===== config.mk =====
export PLATFORM = sky130hd
export DESIGN_NAME = timer_scheduler_flat
export DESIGN_NICKNAME = d
export VERILOG_FILES = /design/src/rtl/timer_scheduler_if.sv /design/src/rtl/timer_scheduler.sv /design/src/flat_wrapper.sv
export SDC_FILE = /design/constraint.sdc
export NUM_CORES = 1
export LEC_CHECK = 0
export ABC_AREA = 1
export CORE_ASPECT_RATIO = 0.9
export CORE_UTILIZATION = 40
export DETAILED_ROUTE_END_ITERATION = 12
export PLACE_DENSITY = 0.68
export SYNTH_ARGS = -nofsm -noshare
export SYNTH_HDL_FRONTEND = slang
export SYNTH_SLANG_ARGS = --single-unit
export TNS_END_PERCENT = 20

===== constraint.sdc =====
create_clock -name clk -period 3.1 [get_ports clk]
set_input_delay 0.93 -clock clk [delete_from_list [all_inputs] [get_ports clk]]
set_output_delay 0.93 -clock clk [all_outputs]
set_load 0.03 [all_outputs]

===== src/rtl/timer_scheduler_if.sv =====
// Request/grant bundle between requesters and the shared timer scheduler.
// abort_i exists only when TIMER_SCHED_ABORT_EN is defined.
interface timer_scheduler_if #(
    parameter int unsigned NUM_REQ = 4,
    parameter int unsigned CNT_W   = 16
) ();
    logic [NUM_REQ-1:0]       req_i;
    logic [NUM_REQ*CNT_W-1:0] delay_i;
    logic [NUM_REQ-1:0]       grant_o;
    logic [NUM_REQ-1:0]       done_o;
    logic                     busy_o;
    logic                     tick_o;
`ifdef TIMER_SCHED_ABORT_EN
    logic                     abort_i;

    modport master (
        output req_i, delay_i, abort_i,
        input  grant_o, done_o, busy_o, tick_o
    );

    modport slave (
        input  req_i, delay_i, abort_i,
        output grant_o, done_o, busy_o, tick_o
    );
`else
    modport master (
        output req_i, delay_i,
        input  grant_o, done_o, busy_o, tick_o
    );

    modport slave (
        input  req_i, delay_i,
        output grant_o, done_o, busy_o, tick_o
    );
`endif
endinterface


===== src/rtl/timer_scheduler.sv =====
// Single down-counting timer shared round-robin among NUM_REQ requesters.
// Optional abort of a running timer is enabled by defining TIMER_SCHED_ABORT_EN.
module timer_scheduler #(
    parameter int unsigned NUM_REQ = 4,
    parameter int unsigned CNT_W   = 16
) (
    input  logic             clk,
    input  logic             rst_n,
    timer_scheduler_if.slave bus
);
    localparam int unsigned IDX_W = (NUM_REQ > 1) ? $clog2(NUM_REQ) : 1;

    typedef enum logic [1:0] {
        IDLE  = 2'd0,
        COUNT = 2'd1,
        DONE  = 2'd2
    } state_t;

    state_t               state_q, state_d;
    logic [CNT_W-1:0]     cnt_q, cnt_d;
    logic [IDX_W-1:0]     idx_q, idx_d;
    logic [IDX_W-1:0]     last_q, last_d;
    logic [NUM_REQ-1:0]   gnt_q, gnt_d;

    logic                 pick_vld_c;
    logic [IDX_W-1:0]     pick_idx_c;
    logic [IDX_W-1:0]     cand_c;
    logic [CNT_W-1:0]     dly_c [NUM_REQ];

    logic [NUM_REQ-1:0]   grant_d;
    logic [NUM_REQ-1:0]   done_d;
    logic                 busy_d;
    logic                 tick_d;

    for (genvar k = 0; k < NUM_REQ; k++) begin : g_dly
        assign dly_c[k] = bus.delay_i[k*CNT_W +: CNT_W];
    end

    // Round-robin search starting just after the last served requester
    always_comb begin
        pick_vld_c = 1'b0;
        pick_idx_c = '0;
        cand_c     = '0;
        for (int unsigned i = 1; i <= NUM_REQ; i++) begin
            cand_c = IDX_W'((32'(last_q) + i) % NUM_REQ);
            if (!pick_vld_c && bus.req_i[cand_c]) begin
                pick_vld_c = 1'b1;
                pick_idx_c = cand_c;
            end
        end
    end

    always_comb begin
        state_d = state_q;
        cnt_d   = cnt_q;
        idx_d   = idx_q;
        last_d  = last_q;
        gnt_d   = gnt_q;

        grant_d = gnt_q;
        done_d  = '0;
        busy_d  = (state_q != IDLE);
        tick_d  = bus.tick_o;

        unique case (state_q)
            IDLE: begin
                if (pick_vld_c) begin
                    state_d = COUNT;
                    cnt_d   = dly_c[pick_idx_c];
                    idx_d   = pick_idx_c;
                    gnt_d   = NUM_REQ'(1) << pick_idx_c;
                end
            end
            COUNT: begin
                if (cnt_q == '0) begin
                    state_d = DONE;
                end else begin
                    cnt_d = cnt_q - CNT_W'(1);
                end
`ifdef TIMER_SCHED_ABORT_EN
                // Abort overrides an expiry landing on the same edge
                if (bus.abort_i) begin
                    state_d = IDLE;
                    cnt_d   = '0;
                    gnt_d   = '0;
                    last_d  = idx_q;
                end
`endif
            end
            DONE: begin
                state_d = IDLE;
                gnt_d   = '0;
                last_d  = idx_q;
                done_d  = gnt_q;
                tick_d  = ~bus.tick_o;
            end
            default: begin
                state_d = IDLE;
                gnt_d   = '0;
            end
        endcase
    end

    always_ff @(posedge clk or negedge rst_n) begin
        if (!rst_n) begin
            state_q <= IDLE;
            cnt_q   <= '0;
            idx_q   <= '0;
            last_q  <= IDX_W'(NUM_REQ - 1);
            gnt_q   <= '0;
        end else begin
            state_q <= state_d;
            cnt_q   <= cnt_d;
            idx_q   <= idx_d;
            last_q  <= last_d;
            gnt_q   <= gnt_d;
        end
    end

    // Visible outputs trail the internal state by one cycle
    always_ff @(posedge clk or negedge rst_n) begin
        if (!rst_n) begin
            bus.grant_o <= '0;
            bus.done_o  <= '0;
            bus.busy_o  <= 1'b0;
            bus.tick_o  <= 1'b0;
        end else begin
            bus.grant_o <= grant_d;
            bus.done_o  <= done_d;
            bus.busy_o  <= busy_d;
            bus.tick_o  <= tick_d;
        end
    end
endmodule

===== src/flat_wrapper.sv =====
// flat-port wrapper written by rule: the top's interface ports become plain ports
module timer_scheduler_flat 
#(
    parameter int unsigned NUM_REQ = 4,
    parameter int unsigned CNT_W   = 16
)
  (clk, rst_n, bus_req_i, bus_delay_i, bus_grant_o, bus_done_o, bus_busy_o, bus_tick_o);
  timer_scheduler_if #(.NUM_REQ(NUM_REQ), .CNT_W(CNT_W)) bus_i ();
  input  logic clk;
  input  logic rst_n;
  input wire logic [$bits(bus_i.req_i)-1:0] bus_req_i;
  input wire logic [$bits(bus_i.delay_i)-1:0] bus_delay_i;
  output wire logic [$bits(bus_i.grant_o)-1:0] bus_grant_o;
  output wire logic [$bits(bus_i.done_o)-1:0] bus_done_o;
  output wire logic [$bits(bus_i.busy_o)-1:0] bus_busy_o;
  output wire logic [$bits(bus_i.tick_o)-1:0] bus_tick_o;
  assign bus_i.req_i = bus_req_i;
  assign bus_i.delay_i = bus_delay_i;
  assign bus_grant_o = bus_i.grant_o;
  assign bus_done_o = bus_i.done_o;
  assign bus_busy_o = bus_i.busy_o;
  assign bus_tick_o = bus_i.tick_o;
  timer_scheduler #(.NUM_REQ(NUM_REQ), .CNT_W(CNT_W)) u_core (.clk(clk), .rst_n(rst_n), .bus(bus_i));
endmodule

==> summary.md <==
| Metric | Value |
|---|---|
| Post-synth top area share | 0.315 |
| Clock transition at path regs | approximately 0.080 ns |
| Worst path max stage delay | approximately 0.44 ns |
| Slew HR | 0.629 |
| Worst Hold Class | flop to flop |
| Cell chain of the critical path | clkdlybuf4s50_1 > nand2_1 > nand2_1 > nand2_2 > nand2_4 > nor2_4 > nand3_2 > nand2_4 > nand2_8 > nor2_4 > nand2_1 > nand3_1 > o21ai_1 > nand2_1 |
| Post-synth design cell area | between 2000 and 3000 um^2 |
| CP Max Fanout | 35 |
| Max stage delay cell, worst path | clkdlybuf4s50_1 |
| GR Overflow Total | 0 |
| Final Power | 0.00107 W |
| CP required | roughly 3.3 ns |
| Ant diodes | 0 |
| Worst VDD drop | 166 uV |
| Yosys warning count | 0 |
| Status | finished, final reports clean |
| Critical path class | input port to flop |
| CTS resizes | 0 |
| Sw frac | 0.287 |
| Min Tclk post-route | 2.67 ns |
| Fin cells | between 500 and 600 |
| H-Tree Depth | 2 |
| Clock root cell | clkbuf_8 |
| Initial antenna violation count | 0 |
| Max Freq | 375 MHz |
| Commonest non-fill, non-tap cell in the layout | nand2_1 |
| Worst skew pair latency | 0.29 ns |
| Final Hold Viols | 0 |
| Die height | ~80 um |
| Seq/Total Area, Yosys | 0.334 |
| Post-synth ARST share | 1.00 |
| Cells after Synth | approximately 410 |
| Initial DRC count | 131 |
| Buf/Inv on CP | 1 |
| CTS Buf Count | 5 |
| PwrDens | 295 nW/um^2 |
| GRT Total Usage | 0.211 |
| First-pass GRT wire length | between 10000 and 15000 um |
| Final period utilization | 0.861 |
| Max_cap viols | 0 |
| Final hold slack | approximately 0.38 ns |
| Leakage power | 1.65 nW |
| Arr. time, crit path | roughly 2.9 ns |
| Clock Skew | 0.00707 ns |
| Vias in the first global route | 2552 |
| Synth area leader | dfrtp_1 |
| Most frequent CP cell | nand2_1 |
| DR pass1 iterations | 4 |
| Most frequent cells in the layout | nand2_1 (156), clkdlybuf4s50_1 (79), nand3_1 (52) |
| Placed Cells incl. Taps | 570 |
| Number of port buffers | 79 |
| Final Max Tran Viols | 0 |
| Setup Fix Bufs, Post-CTS | 0 |
| Die area | 7090 um^2 |
| Slew @ Worst Pin | between 0.5 and 0.6 ns |
| Pin count of the biggest net entering global routing | 37 |
| Hpwl dp | ~5300 um |
| Synthesized area per cell | roughly 6.6 um^2 |
| DR WL/cell | between 10 and 15 um |
| Clock net sink count | 36 |
| Final wirelength | about 6900 um |
| RSZ-0062 raised after global routing | no |
| Layout Nets | 558 |
| Int Power | between 0.0007 and 0.0008 W |
| Crit. End Element | flop |
| I/O pin total | 80 |
| Layout cells sized above 1 | 0.100 |
| Gate power share | 0.224 |
| Largest delay share family, worst path | simple AND/OR/NAND/NOR gates |
| Post-synth EDFFs | 0 |
| DRC | 0 |
| Total of fill cells in the finished design | about 660 |
| Largest cells by area after synthesis | dfrtp_1 (31%), nand2_1 (22%), nand3_1 (9.6%) |
| Core footprint | 6550 um^2 |
| Yosys cell types | 35 |
| Syn Nets | between 400 and 500 |
| Share of power burned in registers | 0.455 |
| Clock power frac | 0.321 |
| Final setup viols | 0 |
| DRT antenna net count | 0 |
| Setup_tns | 0 ns |
| Startpoint types | input port |
| Top FF cell, synth | dfrtp_1 |
| Mean number of vias per cell | slightly below 5 |
| Detailed-route via count | ~2800 |
| Die X | roughly 89 um |
| FP Rows | 28 |
| Cts hold-fix bufs | 0 |
| GP Congestion | approximately 0.86 |
| Clk buf depth | 2 |
| Yosys reg bits | 36 |
| Area grow syn2layout | 34.2% |
| CTS tree | done |
| Initial core utilization | 0.413 |
| Net Sw Power | just over 0.0003 W |
[worst register-to-register path: cells and delay by family (launching register included)]
family          cells  cell delay [ns]
flops               1             0.65
simple gates       12             1.49
buf+inv             1             0.12
compound gates      1             0.07
[flip-flops by register name, summed over array words and instances (netlist names)]
name	cells
u_core.last_q	2
u_core.bus.grant_o	4
u_core.bus.done_o	4
u_core.idx_q	2
u_core.cnt_q	16
u_core.state_q	2
u_core.gnt_q	4
u_core.bus.busy_o	1
u_core.bus.tick_o	1
[power groups by stage]
stage               clock (W)  sequential, W  combinational [W]
CTS                  0.000350       0.000486           0.000242
global route         0.000369       0.000488           0.000268
finish               0.000343       0.000487           0.000239
floorplan                   0       0.000493           0.000124
global placement            0       0.000496           0.000239
detailed placement          0       0.000495           0.000241
[layout make-up]
class / count / area [um^2] / area share
clock buffers: 5 / 68.8 / 0.0190
clock inverters: 3 / 23.8 / 0.00655
inverters: 29 / 111 / 0.0307
multi-input cells: 329 / 1560 / 0.431
flip-flops and latches: 36 / 903 / 0.249
well taps: 90 / 113 / 0.0310
repair buffers: 86 / 843 / 0.232
[synth_stat cells (2+ instances only)]
cell	instances
o21bai_1	5
buf_2	6
nand2_1	156
inv_1	24
nand2_4	2
a21oi_1	13
inv_2	3
a21oi_2	5
buf_6	6
a31oi_1	3
o21ai_1	3
dfrtp_1	34
dfstp_2	2
nand3_2	2
nand4_1	7
xnor2_1	3
nor3_1	2
nor2_2	2
nor2_1	39
nor2_4	4
o21ai_0	13
nand3_1	52
nand2_2	11
[worst paths after layout]
| kind | from | endpoint | slack, ns | cells after the start |
|---|---|---|---|---|
| worst max-delay path | bus_req_i[1] | u_core.cnt_q[3] | 0.43 | 14 |
| worst min-delay path | u_core.gnt_q[3] | u_core.bus.grant_o[3] | 0.38 | 0 |
| worst max register to register | u_core.last_q[0] | u_core.cnt_q[3] | 0.73 | 14 |
| worst min register to register | u_core.gnt_q[3] | u_core.bus.grant_o[3] | 0.38 | 0 |
| max in group asynchronous | rst_n | u_core.last_q[0] | 1.70 | 2 |
| min in group asynchronous | rst_n | u_core.bus.tick_o | 1.05 | 2 |
[layer usage]
| layer | global-route usage | part of all wire | vias up |
|---|---|---|---|
| met3 | 0.0321 | 0.061 | 4 |
| li1 | - | - | 1476 |
| met4 | 0.0694 | 0.011 | 0 |
| met2 | 0.315 | 0.43 | 81 |
| met1 | 0.309 | 0.50 | 1241 |
| met5 | 0 | 0 | - |
[logic make-up after synthesis]
kind of cell             synth area share
buffers and inverters              0.0870
adder cells (fa/ha/maj)           0.00463
flip-flops                          0.334
AND/OR/NAND/NOR                     0.462
XOR/XNOR                          0.00972
AO/OA/AOI/OAI                       0.103
[metrics by stage]
step                      setup WS (ns)   util  cell area [um^2]
final                             0.432  0.554              3630
after global routing              0.212  0.554              3630
after CTS                         0.428  0.554              3630
after detailed placement          0.114  0.540              3530
after global placement            0.178  0.540              3530
after floorplan                   0.893      -              2700
(Power assumes the default switching activity.)
